`src/rtl/vga_pkg.sv`:
```
// Shared 640x480@60 timing defaults, axis-length helper and start/stop FSM state encoding.
package vga_pkg;

  localparam int   DEF_H_VISIBLE = 640;
  localparam int   DEF_H_FRONT   = 16;
  localparam int   DEF_H_SYNC    = 96;
  localparam int   DEF_H_BACK    = 48;
  localparam int   DEF_V_VISIBLE = 480;
  localparam int   DEF_V_FRONT   = 10;
  localparam int   DEF_V_SYNC    = 2;
  localparam int   DEF_V_BACK    = 33;
  localparam logic DEF_HSYNC_POL = 1'b0;
  localparam logic DEF_VSYNC_POL = 1'b0;
  localparam int   DEF_CNT_W     = 11;

  function automatic int axisTotal(input int visible, input int front,
                                   input int sync, input int back);
    return visible + front + sync + back;
  endfunction

  typedef enum logic [1:0] {
    IDLE  = 2'd0,
    RUN   = 2'd1,
    DRAIN = 2'd2
  } vgaState_e;

endpackage

```
`src/rtl/vga_axis_counter.sv`:
```
// One timing axis: wrapping position counter with registered sync, plus next-value visible/zero decodes.
// Count and Sync update in the same register stage; Wrap is a combinational decode of Count.
module vga_axis_counter
  import vga_pkg::*;
#(
  parameter int   VISIBLE = DEF_H_VISIBLE,
  parameter int   FRONT   = DEF_H_FRONT,
  parameter int   SYNC    = DEF_H_SYNC,
  parameter int   BACK    = DEF_H_BACK,
  parameter logic POL     = 1'b0,
  parameter int   CNT_W   = DEF_CNT_W
) (
  input  logic             Clk,
  input  logic             RstN,
  input  logic             Step,
  input  logic             Clear,
  output logic [CNT_W-1:0] Count,
  output logic             Wrap,
  output logic             Sync,
  output logic             NextVisible,
  output logic             NextZero
);

  localparam int TOTAL = axisTotal(VISIBLE, FRONT, SYNC, BACK);
  localparam logic [CNT_W-1:0] LAST     = CNT_W'(TOTAL - 1);
  localparam logic [CNT_W-1:0] VIS_END  = CNT_W'(VISIBLE);
  localparam logic [CNT_W-1:0] SYNC_BEG = CNT_W'(VISIBLE + FRONT);
  localparam logic [CNT_W-1:0] SYNC_END = CNT_W'(VISIBLE + FRONT + SYNC);

  logic [CNT_W-1:0] cntNext;
  logic             syncNext;

  assign Wrap = (Count == LAST);

  always_comb begin
    cntNext = Count;
    if (Clear) begin
      cntNext = '0;
    end else if (Step) begin
      cntNext = Wrap ? '0 : Count + 1'b1;
    end
  end

  // Decodes look at the next count so they land in the same flop stage as Count.
  assign syncNext    = !Clear && (cntNext >= SYNC_BEG) && (cntNext < SYNC_END);
  assign NextVisible = !Clear && (cntNext < VIS_END);
  assign NextZero    = !Clear && (cntNext == '0);

  always_ff @(posedge Clk or negedge RstN) begin
    if (!RstN) begin
      Count <= '0;
      Sync  <= ~POL;
    end else begin
      Count <= cntNext;
      Sync  <= syncNext ? POL : ~POL;
    end
  end

endmodule

```
`src/rtl/vga_timing_gen.sv`:
```
// Video timing generator with frame-aligned start/stop; Run high to FrameStart is one cycle, no backpressure.
// Define VGA_TIMING_FRAME_IRQ_EN to add the sticky start-of-vblank flag FrameIrq with IrqAck clear.
module vga_timing_gen
  import vga_pkg::*;
#(
  parameter int   H_VISIBLE = DEF_H_VISIBLE,
  parameter int   H_FRONT   = DEF_H_FRONT,
  parameter int   H_SYNC    = DEF_H_SYNC,
  parameter int   H_BACK    = DEF_H_BACK,
  parameter int   V_VISIBLE = DEF_V_VISIBLE,
  parameter int   V_FRONT   = DEF_V_FRONT,
  parameter int   V_SYNC    = DEF_V_SYNC,
  parameter int   V_BACK    = DEF_V_BACK,
  parameter logic HSYNC_POL = DEF_HSYNC_POL,
  parameter logic VSYNC_POL = DEF_VSYNC_POL,
  parameter int   CNT_W     = DEF_CNT_W
) (
  input  logic             Clk,
  input  logic             RstN,
  input  logic             Run,
  output logic [CNT_W-1:0] PixX,
  output logic [CNT_W-1:0] PixY,
  output logic             HSync,
  output logic             VSync,
  output logic             DispEn,
  output logic             LineStart,
  output logic             FrameStart,
  output logic             Active
`ifdef VGA_TIMING_FRAME_IRQ_EN
  ,
  input  logic             IrqAck,
  output logic             FrameIrq
`endif
);

  vgaState_e state;
  logic hStep, vStep, cntClear, enterIdle;
  logic hWrap, vWrap, lastPix;
  logic hNextVis, vNextVis, hNextZero, vNextZero;

  assign lastPix   = hWrap && vWrap;
  assign hStep     = (state != IDLE);
  assign vStep     = hStep && hWrap;
  assign enterIdle = (state == DRAIN) && lastPix && !Run;
  // Idle without a request parks both counters at 0 with blanked outputs.
  assign cntClear  = ((state == IDLE) && !Run) || enterIdle;

  vga_axis_counter #(
    .VISIBLE(H_VISIBLE), .FRONT(H_FRONT), .SYNC(H_SYNC), .BACK(H_BACK),
    .POL(HSYNC_POL), .CNT_W(CNT_W)
  ) hAxis (
    .Clk(Clk), .RstN(RstN), .Step(hStep), .Clear(cntClear),
    .Count(PixX), .Wrap(hWrap), .Sync(HSync),
    .NextVisible(hNextVis), .NextZero(hNextZero)
  );

  vga_axis_counter #(
    .VISIBLE(V_VISIBLE), .FRONT(V_FRONT), .SYNC(V_SYNC), .BACK(V_BACK),
    .POL(VSYNC_POL), .CNT_W(CNT_W)
  ) vAxis (
    .Clk(Clk), .RstN(RstN), .Step(vStep), .Clear(cntClear),
    .Count(PixY), .Wrap(vWrap), .Sync(VSync),
    .NextVisible(vNextVis), .NextZero(vNextZero)
  );

  always_ff @(posedge Clk or negedge RstN) begin
    if (!RstN) begin
      state  <= IDLE;
      Active <= 1'b0;
    end else begin
      case (state)
        IDLE: begin
          if (Run) begin
            state  <= RUN;
            Active <= 1'b1;
          end
        end
        RUN: begin
          if (!Run) state <= DRAIN;
        end
        DRAIN: begin
          if (Run) begin
            state <= RUN;
          end else if (lastPix) begin
            state  <= IDLE;
            Active <= 1'b0;
          end
        end
        default: begin
          state  <= IDLE;
          Active <= 1'b0;
        end
      endcase
    end
  end

  always_ff @(posedge Clk or negedge RstN) begin
    if (!RstN) begin
      DispEn     <= 1'b0;
      LineStart  <= 1'b0;
      FrameStart <= 1'b0;
    end else begin
      DispEn     <= hNextVis && vNextVis;
      LineStart  <= hNextZero;
      FrameStart <= hNextZero && vNextZero;
    end
  end

`ifdef VGA_TIMING_FRAME_IRQ_EN
  localparam logic [CNT_W-1:0] V_LAST_VIS = CNT_W'(V_VISIBLE - 1);
  logic irqSet;

  // Fires on the step that moves PixY into the first blanking line; wins over a same-cycle ack.
  assign irqSet = vStep && (PixY == V_LAST_VIS);

  always_ff @(posedge Clk or negedge RstN) begin
    if (!RstN) begin
      FrameIrq <= 1'b0;
    end else if (irqSet) begin
      FrameIrq <= 1'b1;
    end else if (IrqAck || enterIdle) begin
      FrameIrq <= 1'b0;
    end
  end
`endif

endmodule

```
`config.mk`:
```
export PLATFORM = sky130hd
export DESIGN_NAME = vga_timing_gen
export DESIGN_NICKNAME = d
export VERILOG_FILES = /design/src/rtl/vga_pkg.sv /design/src/rtl/vga_axis_counter.sv /design/src/rtl/vga_timing_gen.sv
export SDC_FILE = /design/constraint.sdc
export NUM_CORES = 1
export LEC_CHECK = 0
export CORE_UTILIZATION = 49
export DETAILED_ROUTE_END_ITERATION = 12
export GPL_TIMING_DRIVEN = 0
export PLACE_DENSITY = 0.76
export SYNTH_ARGS = -nofsm -noshare
export SYNTH_HDL_FRONTEND = slang
export SYNTH_SLANG_ARGS = --single-unit
```
`constraint.sdc`:
```
create_clock -name Clk -period 3 [get_ports Clk]
set_clock_uncertainty 0.2 [all_clocks]
set_input_delay 0.6 -clock Clk [delete_from_list [all_inputs] [get_ports Clk]]
set_output_delay 0.6 -clock Clk [all_outputs]
set_load 0.02 [all_outputs]
```
==> out/results.txt, run 1 <==
The clock transition time at the flip-flop clock pins of the worst setup and hold paths works out to 70 ps. The number of nets in the synthesized netlist is 228. The synthesized netlist devotes 9.975% of its cell area to XOR and XNOR gates. The logs give 281 for the final-stage net count and 4 for the length of the first detailed-routing pass in iterations. The number of hold violations in the final report came out at 0.

Setup repair after global routing could not meet its margin everywhere. The final wirelength is 5.398 mm, and the die width is 66.20 um. The run gives -257.7 ps as the pre-CTS setup slack. In this run the deepest clock path goes through 2 buffers. Dividing total power by cell area gives a power density of 416.1 nW/um^2.

Relative area change from synthesis to final layout: 37.92%. The maximum vdd drop is 0.0003559 V. The tools report the initial core utilization as 53.16%. The most common cell after layout, fill and taps aside was clkdlybuf4s50_1. For this run, the register share of the synthesized area comes to 37.30%. The initial antenna violation count was 0; the wire length of the first global-routing pass was 9.114 mm. Biggest fanout along the worst timing path: 9. The kind of path behind the tightest hold check was in2async. The number of top-level pins is 31. The library cells used most frequently in the layout, excluding fill and tap cells, are clkdlybuf4s50_1 (29), dfrtp_1 (26), nor2_1 (25). The synthesized design contains 30 register bits.

TritonCTS built the clock tree. The congestion estimate from routability-driven global placement came to 0.8787. The routed length per instance is 16.66 um. The via count of the first global-routing pass was 1875; the level count of the clock H-tree was 2. In this run the worst setup path begins at hAxis.Count[7]$_DFF_PN0_. The count of nets left with antenna violations once routing finished came out at 0. The fraction of the mapped netlist area in adder cells was 1.859%. The tools report the footprint of the flip-flops and latches as 755.7 sq um.

Worst reg2reg path startpoint: hAxis.Count[7]$_DFF_PN0_. The clock period could shrink to 2921 ps. The max-slew violation count was 0.

The filler cells instantiated in the layout total 293. The transition time at the pin with the least slew margin works out to 670.9 ps. In this run the clock root is driven by a clkbuf_8. After floorplanning, the core was sized to cover 3799 sq um. In this run the tool buffered the top-level ports with 30 buffer cells. Data on the critical path is required at its endpoint by 2970 ps. In the final layout, the multi-input gates occupy 1301 sq um. Entering global routing, the biggest net connects 31 pins. The simple logic cell fraction of the synthesized area is 28.44%.

For this design, the sink count on the clock tree is 30. Capture instance of the worst register-to-register path: FrameStart$_DFF_PN0_. The die area was 4382 sq um; the placed wire-length estimate after detailed placement was 3.311 mm. Buffers inserted during clock tree synthesis total 5. The diode insertion count for antenna repair was 0; the synthesized cell area was 2019 sq um.

After synthesis, the share of flip-flops with an asynchronous set or reset is 100.0%. The cell count after synthesis came out at 222. The startpoint kind of the worst setup timing path is a register. After detailed routing, the number of vias per cell comes to 5.870. From bottom edge to top edge, the die measures 66.20 um. The run finished with clean final reports.

The maximum achievable frequency was 342.4 MHz. Among all flip-flop cells after synthesis, the most frequent one is dfrtp_1. For the end-of-flow core utilization, the log shows 73.32%. Once routing completed, OpenROAD measured the worst setup slack at 79.30 ps.

Yosys attributes the largest share of cell area to dfrtp_1 (35%), xnor2_1 (6.5%), nor2_1 (4.8%). The final critical path takes up 97.36% of the cycle. Data on the critical path arrives at its endpoint at 2890 ps. Main combinational cell family by area after synthesis: simple AND/OR/NAND/NOR gates. The synthesized netlist devotes 15.18% of its cell area to compound gates. For the detailed-route DRC error count, the log shows 0. Setup violations remaining at the end of the flow were counted as 0. In this run, synthesis inferred 0 flip-flops with an integrated enable.

In this run the static leakage power is 1.163 nW. The worst setup path is of the reg2reg kind. Headroom to the max-slew limit came out at 55.27%.

Of the post-synthesis cell area, the dominant cell type holds 34.70%. For flop-to-flop paths, the worst setup slack is 80 ps. The later pin in the worst-skew pair is clocked with a latency of 280 ps. Number of placement rows: 22. The total via count in the routed design is 1902. Dominant cell type by area after synthesis: dfrtp_1.

Global routing finished with a remaining overflow of 0. For the post-synthesis cell type count, the log shows 61. The Yosys step of the flow raised 0 warnings.

Following the worst setup path forward leads to its endpoint at FrameStart$_DFF_PN0_. The tool flagged a number of max-cap violations equal to 0. Global routing used 28.18% of the available tracks across all layers.

The number of cells on the worst reg-to-reg path was 7. In this run, the number of DRC markers left after iteration 0 of detailed routing was 149. In the final layout, the share of cells above drive strength 1 is 26.09%. The tools report the endpoint type of the worst setup path as a register. The average cell area after synthesis came out at 9.097 sq um. Share of cell area taken by muxes after synthesis: 0.4957%.
-- sequential cells by signal (all words and copies together) (netlist names) --
register	flops
Active	1
DispEn	1
FrameStart	1
LineStart	1
hAxis.Count	11
hAxis.Sync	1
state	2
vAxis.Count	11
vAxis.Sync	1
-- cells in the mapped netlist (2+ instances only) --
cell       n
o31a_2     2
a311oi_1   4
nand3_1    6
inv_1      6
nand4_1    4
clkbuf_1   4
xnor2_1   15
o21ai_1    2
xor2_1     8
clkbuf_2   2
a21boi_0   2
dfstp_2    2
or3_1      3
nor4_2     2
nand2_1   19
and3_1     3
or2b_2     2
o22ai_1    3
ha_1       3
o21ai_0    4
nor2_1    26
nor4bb_1   2
a21oi_1    8
nor4_1     3
buf_6      4
dfrtp_1   28
nor2b_1    2
nor3_1    14
buf_2      3
o31ai_1    2
nand3b_1   2
a31oi_1    3
-- repair_timing --
action	in CTS	in global routing
hold buffers	0	0
setup buffers	14	3
pin swaps	16	6
gates resized for setup	21	7
endpoints found under the setup margin	11	7
-- worst max-delay path: stages, from the launching register on --
cell	delay (ps)
dfrtp_2	410
buf_6	140
or4b_4	530
or4_4	490
buf_6	150
o31a_2	370
a311oi_4	270
and4bb_1	250
-- worst min-delay path by stage --
stage,startpoint,endpoint,slack [ps],depth (start not counted)
2_1_floorplan,RstN,Active$_DFFE_PN0P_,100,0
3_3_place_gp,Active$_DFFE_PN0P_,Active$_DFFE_PN0P_,350,2
3_5_place_dp,Active$_DFFE_PN0P_,Active$_DFFE_PN0P_,370,2
4_1_cts,Active$_DFFE_PN0P_,Active$_DFFE_PN0P_,380,2
5_1_grt,RstN,hAxis.Count[0]$_DFF_PN0_,210,1
6_report,RstN,hAxis.Count[0]$_DFF_PN0_,150,1
-- power by group --
group / leakage, nW / switching, mW / internal [mW]
registers: 0.389 / 0.0333 / 0.441
logic: 0.726 / 0.178 / 0.166
clock network: 0.0482 / 0.155 / 0.185
-- per-stage QoR --
step	area [sq um]	TNS [ps]	power (mW)	hold WS, ps	instances
after floorplan	2067	0	0.6950	104.4	222
after global placement	2427	-1380	0.8039	353.9	300
after detailed placement	2427	-1116	0.8128	374.7	300
after CTS	2740	-7.898	1.162	384.1	321
after global routing	2785	-37.65	1.218	211.8	324
final	2785	0	1.159	146.3	324
-- cells by family after synthesis --
kind of cell,count (synthesis)
AND/OR/NAND/NOR,101
multiplexers,1
buffers and inverters,22
XOR/XNOR,23
flip-flops,30
adder cells (fa/ha/maj),3
AO/OA/AOI/OAI,42
-- per-layer routing --
metal | part of all wire (%) | wire length [um] | track usage [%]
met5 | 0 | 0 | 0
met3 | 4.7 | 253 | 5.000
met2 | 47 | 2523 | 44.64
met4 | 0.96 | 52 | 9.043
met1 | 48 | 2568 | 38.82
-- area by class of cell --
| type | count | share of cell area, % |
|---|---|---|
| Inverter | 6 | 0.8086 |
| Timing Repair Buffer | 47 | 15.77 |
| Sequential cell | 30 | 27.13 |
| Clock inverter | 1 | 0.1797 |
| Tap cell | 48 | 2.156 |
| Buffer | 15 | 4.133 |
| Multi-Input combinational cell | 170 | 46.72 |
| Clock buffer | 7 | 3.100 |
Note: power is estimated with default switching activity, not from simulation.
==> run 2, diff against run 1 <==
- ABC_AREA: default -> 1
- SETUP_SLACK_MARGIN: default -> 0.02
==> out/results.txt, run 2 <==
The flow ran to the end, and the final reports show no timing, DRC or antenna violations. The initial antenna violation count was 0. The number of design-rule violations left by the first detailed-router iteration came out at 212. The most instantiated library cell after synthesis was nand2_1.

Counting flops with a built-in enable in the synthesized netlist gives 0. The area of all placed cells without fillers was 2457 sq um. The global placement routability congestion is 0.8329, and the routed metal-1 wirelength is 2.211 mm. In this run the tool buffered the top-level ports with 30 buffer cells. Summing the areas of all compound-gate instances in the mapped netlist gives 6.845% of the synthesized area. TritonCTS built the clock tree. The run gives 4.752 mm as the final wirelength. 31 I/O pins were placed. After clock tree synthesis, the flow added hold-fix buffers numbering 0. The maximum achievable frequency was 415.8 MHz; the maximum clock path buffer count was 2. The detailed-route DRC error count came out at 0.

The average cell area after synthesis is 6.680 sq um. The worst hold path belongs to the class in2async. The uppermost layer routed was met4.

Counting I/O delays and the setup requirement, the final critical path takes 2405 ps. In this run the power density over the cells is 437.9 nW/um^2. The max-slew violation count is 0, and the number of register bits inferred by synthesis is 30. Across all register-to-register paths, the minimum setup slack is 590 ps. Root buffer selected by CTS: clkbuf_8. Summing the areas of all and, or, nand and nor instances in the mapped netlist gives 41.69% of the synthesized area.

The logs give 1816 for the via count of the first global-routing pass and 3799 sq um for the area of the core. The first global-routing pass estimated 8.169 mm of wire. The number of violations of the max-capacitance limit came out at 0. Synthesized instance count: 301.

Sequential elements use 37.46% of the synthesized area. Setup violations remaining at the end of the flow were counted as 0. The post-synthesis cell type count was 32; the total CTS buffers was 5. In the synthesized netlist the dominant register cell turns out to be dfrtp_1. At the pin with the least slew margin, the transition time is 660.7 ps.

For this run the aggregate overflow at the end of global routing stands at 0. The die width was 66.06 um. The endpoint type of the worst setup path is a register. Setup repair after global routing left no endpoint under its margin. After synthesis, the most frequently instantiated cells are nand2_1 (92), inv_1 (48), nor2_1 (42).

The post-cts sizing count is 0, and the total via count in the routed design is 1989. Once the floorplan was initialized, standard cells occupied 52.93% of the core. The sequential cells in the finished layout cover a total of 753.2 sq um.

The synthesized cell area was 2011 sq um; the share of post-route cells with drive strength above 1 was 9.440%. In this run the critical register-to-register path is launched from hAxis.Count[0]$_DFF_PN0_. The die covers 4363 sq um. Number of buffers added for setup after CTS: 0. The worst setup path is launched from a register.

Along the worst path, the maximum fanout reaches 9. Number of hold violations in the final report: 0. Detailed routing placed a total of 2.198 mm of wire on met2. After legalization and detailed placement, the total HPWL measured 3.516 mm. The leakage power summed over all cells was 1.357 nW; the via density per instance was 5.140. Headroom to the max-slew limit came out at 55.95%.

At the later pin of the worst-skew pair, clock insertion delay measures 290 ps. The portion of total power attributed to sequential cells is 44.4%. After detailed routing, the met3 layer carries 314 um of wire.

For this run, asynchronously set or reset flops after synthesis account for 100.0%. The fraction of the mapped netlist area in adder cells is 1.867%, and the share of cell area taken by muxes after synthesis is 0%. The library cell used most frequently in the layout, excluding fill and tap cells, is nand2_1. After layout, the design draws a total of 1.076 mW.

The level count of the clock H-tree was 2. Summing all multi-input logic gate instances after layout gives 1040 sq um. Across the VDD grid, the largest voltage drop is 0.0004057 V.

For the summed negative setup slack over all endpoints, the log shows 0 ps. The post-detailed-placement cell area came out at 2371 sq um. The required time at the endpoint of the critical path is 3020 ps, and the routed length per instance is 12.28 um. The portion of synthesized cell area occupied by the leading cell type works out to 34.85%. After synthesis, the largest family of logic cells by area is simple AND/OR/NAND/NOR gates. Filler cell count in the final layout: 348. In the final layout, the registers with the most flip-flops are hAxis.Count: 11 flops, vAxis.Count: 11 flops, state: 2 flops. The fraction of synthesized cell area in xor and xnor cells came out at 1.307%. The aggregate global-route resource usage came out at 24.93%. From synthesis to final layout, the design area changed by 22.22%. The tools report the number of placement rows as 22.

The dominant cell type by area after synthesis was dfrtp_1. 0 antenna diodes ended up in the layout. The length of the first detailed-routing pass in iterations came out at 4.

The post-route clock period utilization was 80.18%. The worst setup path is of the reg2reg kind. Ranked by total cell area, the synthesized netlist is headed by dfrtp_1 (35%), nand2_1 (17%), inv_1 (9.0%).

The switching power share of the total was 32.20%; the logic gate share of total power was 24.1%. The die boundary height came out at 66.06 um. The run gives 0 as the number of warning messages in the yosys log. The logs give 31 for the maximum number of pins on one net before global-route repair and 729.6 uW for the cell internal power dissipation.

The clock network burns 31.6% of the power. In the layout the commonest cells are nand2_1 (92), inv_1 (48), nor2_1 (42). The net switching power figure is 346.6 uW, and the number of cells on the worst reg-to-reg path is 11. For the data arrival time at the worst-slack endpoint, the log shows 2420 ps.

CTS saw 30 sinks. The logs give 344 for the final-stage net count and 0 for the final antenna-violating net count. The tools report the capture instance of the worst register-to-register path as FrameStart$_DFF_PN0_. Synthesis produced a netlist with a net count of 307. Clock transition time at the flip-flop clock pins of the worst setup and hold paths: 60 ps.
-- run 2: changes by cell type after synthesis, sizes merged, moves of 5 or more --
cell | previous run | this run
o21ai | 6 | 11
nand3 | 6 | 29
nor3 | 14 | 2
nand2 | 19 | 97
inv | 6 | 51
buf | 8 | 3
clkbuf | 8 | 0
nor4 | 6 | 0
xnor2 | 15 | 0
xor2 | 8 | 3
nor2 | 26 | 49
-- run 2: power by group through the flow --
| stage | registers, mW | clock network (mW) | logic (mW) |
|---|---|---|---|
| after CTS | 0.478 | 0.343 | 0.260 |
| after global placement | 0.485 | 0 | 0.254 |
| after global routing | 0.484 | 0.368 | 0.290 |
| final | 0.478 | 0.340 | 0.259 |
| after floorplan | 0.518 | 0 | 0.115 |
| after detailed placement | 0.484 | 0 | 0.258 |
-- run 2: logic make-up (layout without fill, tap and decap cells) --
group / Yosys count / in the layout
compound gates: 23 / 23
xor+xnor: 3 / 3
simple gates: 188 / 188
flops: 30 / 30
fa+ha+maj: 3 / 3
buf+inv: 54 / 92
-- run 2: through the flow --
step	util (%)	worst slack [ps]	instances	hold WS [ps]
after floorplan	-	870.4	301	104.4
after global placement	62.42	616.3	379	303.7
after detailed placement	62.42	576.4	379	293.5
after CTS	64.82	618.2	387	369.7
after global routing	64.69	275.0	387	198.2
final	64.69	594.7	387	141.0
-- run 2: worst max path at each step --
stage                                         from                        to  slack (ps)  cells past startpoint
after floorplan           hAxis.Count[0]$_DFF_PN0_      FrameStart$_DFF_PN0_         870                     14
after global placement                        RstN  vAxis.Count[2]$_DFF_PN0_         620                      1
after detailed placement                      RstN  vAxis.Count[2]$_DFF_PN0_         580                      1
after CTS                 hAxis.Count[0]$_DFF_PN0_      FrameStart$_DFF_PN0_         620                     11
after global routing      hAxis.Count[0]$_DFF_PN0_      FrameStart$_DFF_PN0_         270                     11
final                     hAxis.Count[0]$_DFF_PN0_      FrameStart$_DFF_PN0_         590                     11
-- run 2: layer usage --
metal | track usage (%) | vias to the layer above
li1 | - | 1008
met1 | 33.23 | 898
met2 | 39.16 | 79
met3 | 7.759 | 4
met4 | 6.117 | 0
met5 | 0 | -
-- run 2: final cells by class --
| cell class | instances | area share (%) |
|---|---|---|
| Multi-Input combinational cell | 217 | 42.31 |
| Inverter | 51 | 7.892 |
| Buffer | 3 | 0.9674 |
| Timing Repair Buffer | 30 | 12.02 |
| Tap cell | 48 | 2.444 |
| Sequential cell | 30 | 30.65 |
| Clock inverter | 1 | 0.2037 |
| Clock buffer | 7 | 3.513 |
-- run 2: worst max-delay path, cell delays in order (launching register included) --
cell and delay, ps:
dfrtp_1 460, ha_1 210, nand2_1 120, nor2_4 160
inv_1 70, nor2_2 180, nand2_2 100, a21boi_2 460
a21oi_1 80, nor2_1 120, nand3_1 80, nor2_1 110
==> run 3, diff against run 2 <==
- clock period: 3 -> 2.1 ns (I/O delays scaled with it)
==> out/results.txt, run 3 (synthesis gave the netlist of run 2 again) <==
The run finished, with violations left. The final reports fail on hold timing, setup timing. The clock transition time at the flip-flop clock pins of the worst setup and hold paths works out to 70 ps. In the layout the commonest cells are nand2_1 (82), inv_1 (42), nor2_1 (31). The setup path with the least slack is of type reg2reg. Compared with the post-synthesis result, the final layout area differs by 45.55%.

In the final design database the tool counted 371 nets. For the relative max-transition margin, the log shows 54.07%. The detailed-route DRC error count came out at 0. The logs give 2229 for the total via count in the routed design and 0 for the number of violations of the max-capacitance limit.

The run gives 22 as the number of placement rows. The startpoint identified for the worst register-to-register timing path is vAxis.Count[1]$_DFF_PN0_. The most common cell after layout, fill and taps aside is nand2_1. In this run the vertical extent of the chip is 66.06 um. The floorplan step defined a die boundary enclosing 4363 sq um. The root buffer selected by CTS was clkbuf_8. Traced cell by cell, the critical path runs through inv_2 -> ha_4 -> inv_2 -> nor2_1 -> nand3_1 -> nor2_2 -> nand2_2 -> buf_4 -> a21boi_4 -> a21oi_2 -> nor2_1 -> nand3_2 -> nor2_2. The post-route minimum period was 2180 ps. For this run, the slowest stage of the critical path takes 420 ps.

The area of the core is 3799 sq um, and the post-placement cell count is 379. The filler cells instantiated in the layout total 260. The area of the multi-input gates was 1249 sq um. Final hold slack: -31.54 ps. Dividing the detail-routed wire length by the instance count gives 14.00 um.

The reg2reg setup slack came out at -80 ps. The critical path ends at FrameStart$_DFF_PN0_. In this run, the number of DRC markers left after iteration 0 of detailed routing was 206.

For this design the top-level I/O count stands at 31. The total CTS buffers is 5, and the placed wire-length estimate after detailed placement is 3.522 mm. The initial antenna violation count was 0.

Counting every sink on the clock net gives 30. The tools report the pre-CTS setup slack as -249.0 ps. The share of post-route cells with drive strength above 1 was 29.23%. After detailed routing, the total wire length is 5.798 mm. Setup repair after global routing could not meet its margin everywhere. STA puts the critical path data required time at 2130 ps. Transition time at the pin with the least slew margin: 689.0 ps. The H-tree was split into 2 levels.

The maximum achievable frequency is 458.7 MHz. For the final antenna-violating net count, the log shows 0. The tools report the via count of the first global-routing pass as 1942. The total overflow reported by the global router was 0. For the max-slew violation count, the log shows 0. The min-delay analysis places its worst path in the category in2async. Port buffering added 30 buffers. TritonCTS built the clock tree.

Along the worst path, the maximum fanout reaches 5. Counting along the longest clock path gives a buffer depth of 2. The final setup violation count is 8. In the global route stage, overall resource usage came out at 26.97%. The areal power density over the cells is 574.9 nW/um^2.

The most critical setup path has its startpoint at vAxis.Count[1]$_DFF_PN0_. The first detailed-routing pass ran for 4 iterations. The number of antenna diodes in the final layout is 0. For the number of hold violations in the final report, the log shows 28. The data arrival time at the worst-slack endpoint came out at 2210 ps. The via density per instance came out at 5.384. The first global-routing pass estimated 8.769 mm of wire. Entering global routing, the biggest net connects 31 pins. The worst setup path is launched from a register.

In the final layout, the registers with the most flip-flops are hAxis.Count: 11 flops, vAxis.Count: 11 flops, state: 2 flops. The capture instance of the worst register-to-register path was FrameStart$_DFF_PN0_. The run gives 1.605 nW as the leakage power summed over all cells. The initial utilization of the core area, before any placement, comes to 52.93%. The number of cells on the worst reg-to-reg path is 13.

The worst setup path is captured at a register. Standard cell with the maximum stage delay on the critical path: dfrtp_2. The global placement routability congestion is 0.8796.

The later pin in the worst-skew pair is clocked with a latency of 290 ps. In the finished design, the share of the clock period the worst path needs comes to 103.8%. Leaving out filler cells and counting taps, the final layout contains 414. From left edge to right edge, the die measures 66.06 um. Across the whole layout, storage elements account for 760.7 sq um. In this run, post-CTS hold repair placed 0 buffers.

The post-layout worst setup margin came out at -80.12 ps. IR analysis of the VDD net gives a maximum drop of 0.0005831 V.
==> run 3: where the power goes <==
group	total (mW)	internal (mW)	leakage [nW]	switching, mW
logic	0.503	0.218	1.17	0.286
registers	0.688	0.628	0.387	0.0598
clock network	0.491	0.264	0.0482	0.227
==> run 3: worst min-delay path by stage <==
| stage | startpoint | endpoint | slack (ps) |
|---|---|---|---|
| final | RstN | hAxis.Count[7]$_DFF_PN0_ | -30 |
| after global routing | RstN | hAxis.Count[3]$_DFF_PN0_ | 20 |
| after CTS | Active$_DFFE_PN0P_ | Active$_DFFE_PN0P_ | 320 |
| after detailed placement | Active$_DFFE_PN0P_ | Active$_DFFE_PN0P_ | 290 |
| after global placement | Active$_DFFE_PN0P_ | Active$_DFFE_PN0P_ | 310 |
| after floorplan | RstN | Active$_DFFE_PN0P_ | -80 |
==> run 3: layer usage <==
metal | wire length [um] | vias to the layer above | GRT usage (%)
li1 | - | 1063 | -
met1 | 2421 | 1055 | 34.85
met2 | 2787 | 90 | 43.11
met3 | 397 | 21 | 5.517
met4 | 191 | 0 | 12.23
met5 | 0 | - | 0
==> run 3: what timing repair did <==
| item | CTS | global route |
|---|---|---|
| pin swaps | 7 | 23 |
| buffers inserted | 13 | 13 |
| setup endpoints to repair | 6 | 14 |
| resized for setup | 14 | 59 |
| gates cloned | 0 | 1 |
==> run 3: final cells by class <==
type / count / share of cell area (%)
Clock inverter: 1 / 0.1710
Clock buffer: 7 / 2.950
Timing Repair Buffer: 57 / 18.34
Multi-Input combinational cell: 217 / 42.67
Sequential cell: 30 / 25.99
Buffer: 3 / 1.197
Tap cell: 48 / 2.052
Inverter: 51 / 6.627
==> run 3: critical path, delay by kind of cell, from the launching register on <==
| kind | cells | cell delay [ps] |
|---|---|---|
| compound gates | 2 | 290 |
| fa+ha+maj | 1 | 140 |
| buf+inv | 3 | 270 |
| flops | 1 | 420 |
| simple gates | 7 | 790 |
==> run 3: metrics by stage <==
stage               hold slack [ps]  area [sq um]  util (%)  TNS [ps]  power [mW]
floorplan                    -75.59          2012         -         0      0.9054
global placement              305.4          2372     62.45     -4077       1.057
detailed placement            294.4          2372     62.45     -4710       1.062
CTS                           319.0          2611     68.74    -25.74       1.592
global route                  22.98          2927     77.04     -1321       1.769
finish                       -31.54          2927     77.04    -388.4       1.683
